$ cat src/rtl/sauria_cfg_router.sv
// Single-outstanding request router from the AXI-Lite front-end to REGS/SRAMA/SRAMB/SRAMC.
// Optional target timeout enabled by defining SAURIA_CFG_ROUTER_TIMEOUT_EN.
module sauria_cfg_router #(
  parameter int DATA_W      = 32,
  parameter int TIMEOUT_CYC = 256
) (
  input  logic                  i_clk,
  input  logic                  i_rst,
  input  logic                  i_req_valid,
  output logic                  o_req_ready,
  input  logic                  i_req_we,
  input  logic [31:0]           i_req_addr,
  input  logic [DATA_W-1:0]     i_req_wdata,
  input  logic [DATA_W/8-1:0]   i_req_be,
  output logic                  o_rsp_valid,
  input  logic                  i_rsp_ready,
  output logic [DATA_W-1:0]     o_rsp_rdata,
  output logic [1:0]            o_rsp_err,
  output logic [3:0]            o_tgt_req,
  output logic                  o_tgt_we,
  output logic [17:0]           o_tgt_addr,
  output logic [DATA_W-1:0]     o_tgt_wdata,
  output logic [DATA_W/8-1:0]   o_tgt_be,
  input  logic [3:0]            i_tgt_gnt,
  input  logic [3:0]            i_tgt_rvalid,
  input  logic [4*DATA_W-1:0]   i_tgt_rdata
);

  localparam logic [1:0] RSP_OKAY   = 2'b00;
  localparam logic [1:0] RSP_SLVERR = 2'b10;
  localparam logic [1:0] RSP_DECERR = 2'b11;

  typedef enum logic [2:0] {ST_IDLE, ST_ISSUE, ST_WAIT, ST_RESP, ST_ERR} state_t;

  if (TIMEOUT_CYC < 2) begin : g_param_check
    $error("TIMEOUT_CYC must be at least 2");
  end

  state_t              state_q, state_d;
  logic [1:0]          tgt_idx_q;
  logic                dec_hit;
  logic                sel_gnt, sel_rvalid;
  logic [DATA_W-1:0]   sel_rdata;
  logic                timeout;
  logic                done_ok, done_tmo;

  // Region 0 only maps the five 512-byte register windows (0x000-0x9FF).
  always_comb begin
    // NOTE: every combinationally assigned signal gets a default first so no latch is inferred.
    dec_hit = 1'b0;
    if (i_req_addr[31:22] == '0) begin
      case (i_req_addr[21:18])
        4'd0:              dec_hit = (i_req_addr[17:12] == '0) && (i_req_addr[11:9] <= 3'd4);
        4'd1, 4'd2, 4'd3:  dec_hit = 1'b1;
        default:           dec_hit = 1'b0;
      endcase
    end
  end

  assign sel_gnt    = i_tgt_gnt[tgt_idx_q];
  assign sel_rvalid = i_tgt_rvalid[tgt_idx_q];
  assign sel_rdata  = i_tgt_rdata[tgt_idx_q*DATA_W +: DATA_W];

`ifdef SAURIA_CFG_ROUTER_TIMEOUT_EN
  localparam int CNT_W = $clog2(TIMEOUT_CYC + 1);
  logic [CNT_W-1:0] tmo_cnt_q;

  // Counts cycles spent in ISSUE+WAIT; zero on entry to ISSUE.
  always_ff @(posedge i_clk) begin
    if (i_rst || !(state_q inside {ST_ISSUE, ST_WAIT}))
      tmo_cnt_q <= '0;
    else
      tmo_cnt_q <= tmo_cnt_q + CNT_W'(1);
  end

  assign timeout = (tmo_cnt_q == CNT_W'(TIMEOUT_CYC - 1));
`else
  assign timeout = 1'b0;
`endif

  // A response in the timeout cycle still wins and returns OKAY.
  assign done_ok  = ((state_q == ST_ISSUE) && sel_gnt && sel_rvalid) ||
                    ((state_q == ST_WAIT) && sel_rvalid);
  assign done_tmo = (state_q inside {ST_ISSUE, ST_WAIT}) && timeout && !done_ok;

  always_ff @(posedge i_clk) begin
    // NOTE: sequential state uses non-blocking assignments so all registers update together.
    if (i_rst) state_q <= ST_IDLE;
    else       state_q <= state_d;
  end

  always_comb begin
    state_d = state_q;
    case (state_q)
      ST_IDLE:  if (i_req_valid) state_d = dec_hit ? ST_ISSUE : ST_ERR;
      ST_ISSUE: begin
        if (done_ok || done_tmo) state_d = ST_RESP;
        else if (sel_gnt)        state_d = ST_WAIT;
      end
      ST_WAIT:  if (done_ok || done_tmo) state_d = ST_RESP;
      ST_ERR:   state_d = ST_RESP;
      ST_RESP:  if (i_rsp_ready) state_d = ST_IDLE;
      default:  state_d = ST_IDLE;
    endcase
  end

  always_comb begin
    o_req_ready = (state_q == ST_IDLE);
    o_rsp_valid = (state_q == ST_RESP);
    o_tgt_req   = (state_q == ST_ISSUE) ? (4'b0001 << tgt_idx_q) : 4'b0000;
  end

  // Target-side fields only load for mapped requests so unmapped traffic never reaches a target.
  always_ff @(posedge i_clk) begin
    if (i_rst) begin
      tgt_idx_q   <= '0;
      o_tgt_we    <= 1'b0;
      o_tgt_addr  <= '0;
      o_tgt_wdata <= '0;
      o_tgt_be    <= '0;
      o_rsp_rdata <= '0;
      o_rsp_err   <= RSP_OKAY;
    end else begin
      if ((state_q == ST_IDLE) && i_req_valid) begin
        o_rsp_rdata <= '0;
        o_rsp_err   <= RSP_OKAY;
        if (dec_hit) begin
          tgt_idx_q   <= i_req_addr[19:18];
          o_tgt_we    <= i_req_we;
          o_tgt_addr  <= i_req_addr[17:0];
          o_tgt_wdata <= i_req_wdata;
          o_tgt_be    <= i_req_be;
        end
      end
      if (done_ok) begin
        o_rsp_rdata <= o_tgt_we ? '0 : sel_rdata;
        o_rsp_err   <= RSP_OKAY;
      end else if (done_tmo) begin
        o_rsp_rdata <= '0;
        o_rsp_err   <= RSP_SLVERR;
      end
      if (state_q == ST_ERR) begin
        o_rsp_rdata <= '0;
        o_rsp_err   <= RSP_DECERR;
      end
    end
  end

endmodule

$ cat config.mk
export PLATFORM = sky130hd
export DESIGN_NAME = sauria_cfg_router
export DESIGN_NICKNAME = d
export VERILOG_FILES = /design/src/rtl/sauria_cfg_router.sv
export SDC_FILE = /design/constraint.sdc
export NUM_CORES = 1
export LEC_CHECK = 0
export CELL_PAD_IN_SITES_DETAIL_PLACEMENT = 0
export CELL_PAD_IN_SITES_GLOBAL_PLACEMENT = 1
export CORE_MARGIN = 5
export CORE_UTILIZATION = 29
export CTS_BUF_LIST = sky130_fd_sc_hd__clkbuf_8
export DETAILED_ROUTE_END_ITERATION = 6
export GPL_ROUTABILITY_DRIVEN = 0
export GPL_TIMING_DRIVEN = 0
export HOLD_SLACK_MARGIN = 0.03
export MAX_ROUTING_LAYER = met4
export PLACE_DENSITY = 0.83
export REMOVE_ABC_BUFFERS = 1
export SYNTH_ARGS = -nofsm -noshare
export SYNTH_HDL_FRONTEND = slang
export SYNTH_SLANG_ARGS = --single-unit
$ cat constraint.sdc
create_clock -name i_clk -period 2.15 [get_ports i_clk]
set_clock_uncertainty 0.05 [all_clocks]
set_input_delay 0.43 -clock i_clk [delete_from_list [all_inputs] [get_ports i_clk]]
set_output_delay 0.43 -clock i_clk [all_outputs]
set_load 0.05 [all_outputs]
==> results.yml <==
clock_tree:
  holdBufCountCts: 0
  cts_root_buffer: "clkbuf_8"
  numClockSinks: 93
  cts_tree: "done"
  htree_num_levels: 3
  max-clock-path-buffers: 2
  insertion_delay_ns: 0.38
  cts.reportedPaths.clkPinSlew_ns: 0.11
  cts_buffers: 9
synth:
  synth_cell_types: 43
  synth_ff_type: "dfxtp_1"
  synth-edff-count: 0
  netlist_top_cells_count: "dfxtp_1, nand3_1, a21oi_1"
  synth_area_leaders: "dfxtp_1, mux4_2, o31ai_1"
  yosysMostFrequentCell: "dfxtp_1"
  ys_ff_latch: 93
  synth_top_area_share_pct: 32.9
  synth_cells: 610
  seq_area_frac_synth_pct: 32.9
  netlist_area_mm2: 0.00566
  synth.avg_cell_area_um2: 9.28
  yosysWarningCount: 0
  async_flop_share_pct: 0
  yosys.area.top_type: "dfxtp_1"
floorplanning:
  die-area_mm2: 0.0224
  row_count: 51
  io_pins: 304
  fp.coreArea_mm2: 0.0193
  start_util_pct: 29.3
  chipHeight_um: 150
  dieWidth_um: 150
global_route:
  grt_max_degree: 44
  antenna_found_initial: 4
  grt_pass1_wl_um: 35900
  grt_usage_pct: 21.1
  grt-ovfl-total: 0
  first_global_vias: 6366
place:
  port-buffer-count: 303
  hpwl_um: 16500
  pre_cts_slack_ns: -1.00
  dpl-instance-area_mm2: 0.00895
power_and_ir_drop:
  p_leak_nw: 3.19
  power_density_mw_per_mm2: 534
  ir_worst_vdd_mv: 0.347
drt:
  ant_nets: 0
  drc: 0
  drtIter0Drc: 235
  drtPass1Iterations: 5
  wl_um: 24800
  detail_route.wl_per_cell_um: 21.5
  vias: 6398
  vias_per_cell: 5.54
critical_path:
  end_kind: "flop"
  crit_path_cell_trace: "clkdlybuf4s50_1, nor4_4, and3_4, buf_12, nand4_1, a21oi_1"
  crit_type: "input pin to flop"
  cp.arrival_ns: 2.37
  critPathMaxStageDelay_ns: 0.49
  cp.required_ns: 2.40
  critPathMaxFanout: 43
  critPathLaunchType: "input pin"
  crit_slowest_cell: "clkdlybuf4s50_1"
  worstRegToRegCells: 6
min_path:
  hp-class: "input pin to flop"
  holdPathStages: 3
sta:
  worst_slew_pin_slew_ns: 0.854
  rsz0062_at_grt: "true"
  max_slew_margin_pct: 42.8
  slew_viol_final: 0
  setup_viol: 0
  layout_min_cycle_time_ns: 2.12
  setup_ws_ns: 0.0288
  finalHoldViolations: 0
  finalCritPeriodShare_pct: 98.7
  fmax_mhz: 471
finish:
  finalNetCount: 1089
  drive_gt1_share_pct: 15.0
  final_area_mm2: 0.00963
  area_growth_syn_to_layout_pct: 70.0
run_status:
  status: "finished, final reports clean"
job:
  drv_cap: 0
kinds of logic (layout without fill, tap and decap cells):
| family | after synthesis | after routing | share of synthesized area, % |
|---|---|---|---|
| buffers and inverters | 89 | 360 | 8.13 |
| AOI/OAI and AO/OA | 197 | 197 | 24.6 |
| and+or+nand+nor | 193 | 196 | 20.0 |
| DFF | 93 | 93 | 32.9 |
| other | 0 | 4 | 0 |
| muxes | 38 | 39 | 14.4 |
sequential cells by signal, indices dropped and copies added, names as in the netlist:
name,count
o_tgt_addr,18
o_tgt_we,1
state_q,3
o_tgt_be,4
o_rsp_rdata,32
o_tgt_wdata,32
tgt_idx_q,2
o_rsp_err,1
repair_timing:
| item | CTS | global route |
|---|---|---|
| gates cloned | 3 | 1 |
| resized for setup | 47 | 19 |
| setup endpoints to repair | 99 | 47 |
| pin swaps | 5 | 5 |
| buffers inserted | 15 | 7 |
final timing paths:
check	slack, ns	start	endpoint
worst max-delay path	0.03	i_req_addr[24]	o_tgt_wdata[9]
worst min-delay path	0.36	i_req_addr[16]	o_tgt_addr[16]
worst max register to register	0.14	tgt_idx_q[0]	o_rsp_rdata[6]
worst min register to register	0.42	o_tgt_wdata[12]	o_tgt_wdata[12]
critical path: cells and delay by family:
kind / cells / cell delay [ns]
compound gates: 1 / 0.16
simple gates: 3 / 1.01
buf+inv: 2 / 0.74
where the power goes:
group	switching [mW]	leakage, nW	internal (mW)
Combinational	1.05	2.32	0.838
Sequential	0.0736	0.754	1.79
Clock	0.728	0.109	0.664
metal layers:
layer,up-vias,GRT usage [%],wire (um)
met5,-,-,0
met3,21,8.30,3000
met1,3081,24.3,9430
met2,297,34.5,12100
li1,2999,-,-
met4,0,5.40,338
cell usage in the layout, fill, tap and decap left out, types with 2 or more instances in the layout:
cell type and count:
clkdlybuf4s50_1 289, dfxtp_1 88, nand3_1 66, a21oi_1 61, o31ai_1 56, nand4_1 55
o211ai_1 34, mux4_2 33, nor2b_1 33, o2111ai_1 32, buf_4 16, buf_12 13
clkbuf_8 9, dlymetal6s2s_1 7, buf_6 7, nor2_1 5, dfxtp_4 5, diode_2 4
nand2_1 4, nor4_4 4, buf_16 4, nor2_2 3, nand2b_1 3, buf_8 3
nor3_1 2, nor2_4 2, inv_1 2, o21ai_1 2, o21ai_0 2, mux2_4 2
mux2i_4 2, mux2i_2 2, clkinvlp_4 2, bufinv_16 2, buf_2 2
layout make-up:
cell class              instances  area [um2]
fillers                      1802        9710
well taps                     265         332
flip-flops and latches         93        1880
clock buffers                   9         124
repair buffers                343        3620
multi-input cells             432        3550
diodes                          4        10.0
inverters                       1        3.75
clock inverters                 7        98.8
metrics by stage:
stage / utilization (%) / TNS, ns / std cells / power [mW] / hold slack, ns
after CTS: 49.2 / 0 / 1142 / 5.16 / 0.419
after detailed placement: 46.3 / -87.74 / 1108 / 3.60 / 0.408
final: 49.8 / 0 / 1154 / 5.14 / 0.364
after floorplan: - / -210.85 / 522 / 2.63 / 0.449
after global routing: 49.8 / -0.00878 / 1154 / 5.37 / 0.355
after global placement: 44.3 / -476.05 / 1090 / 3.42 / 0.400
Note: power is estimated with default switching activity, not from simulation.
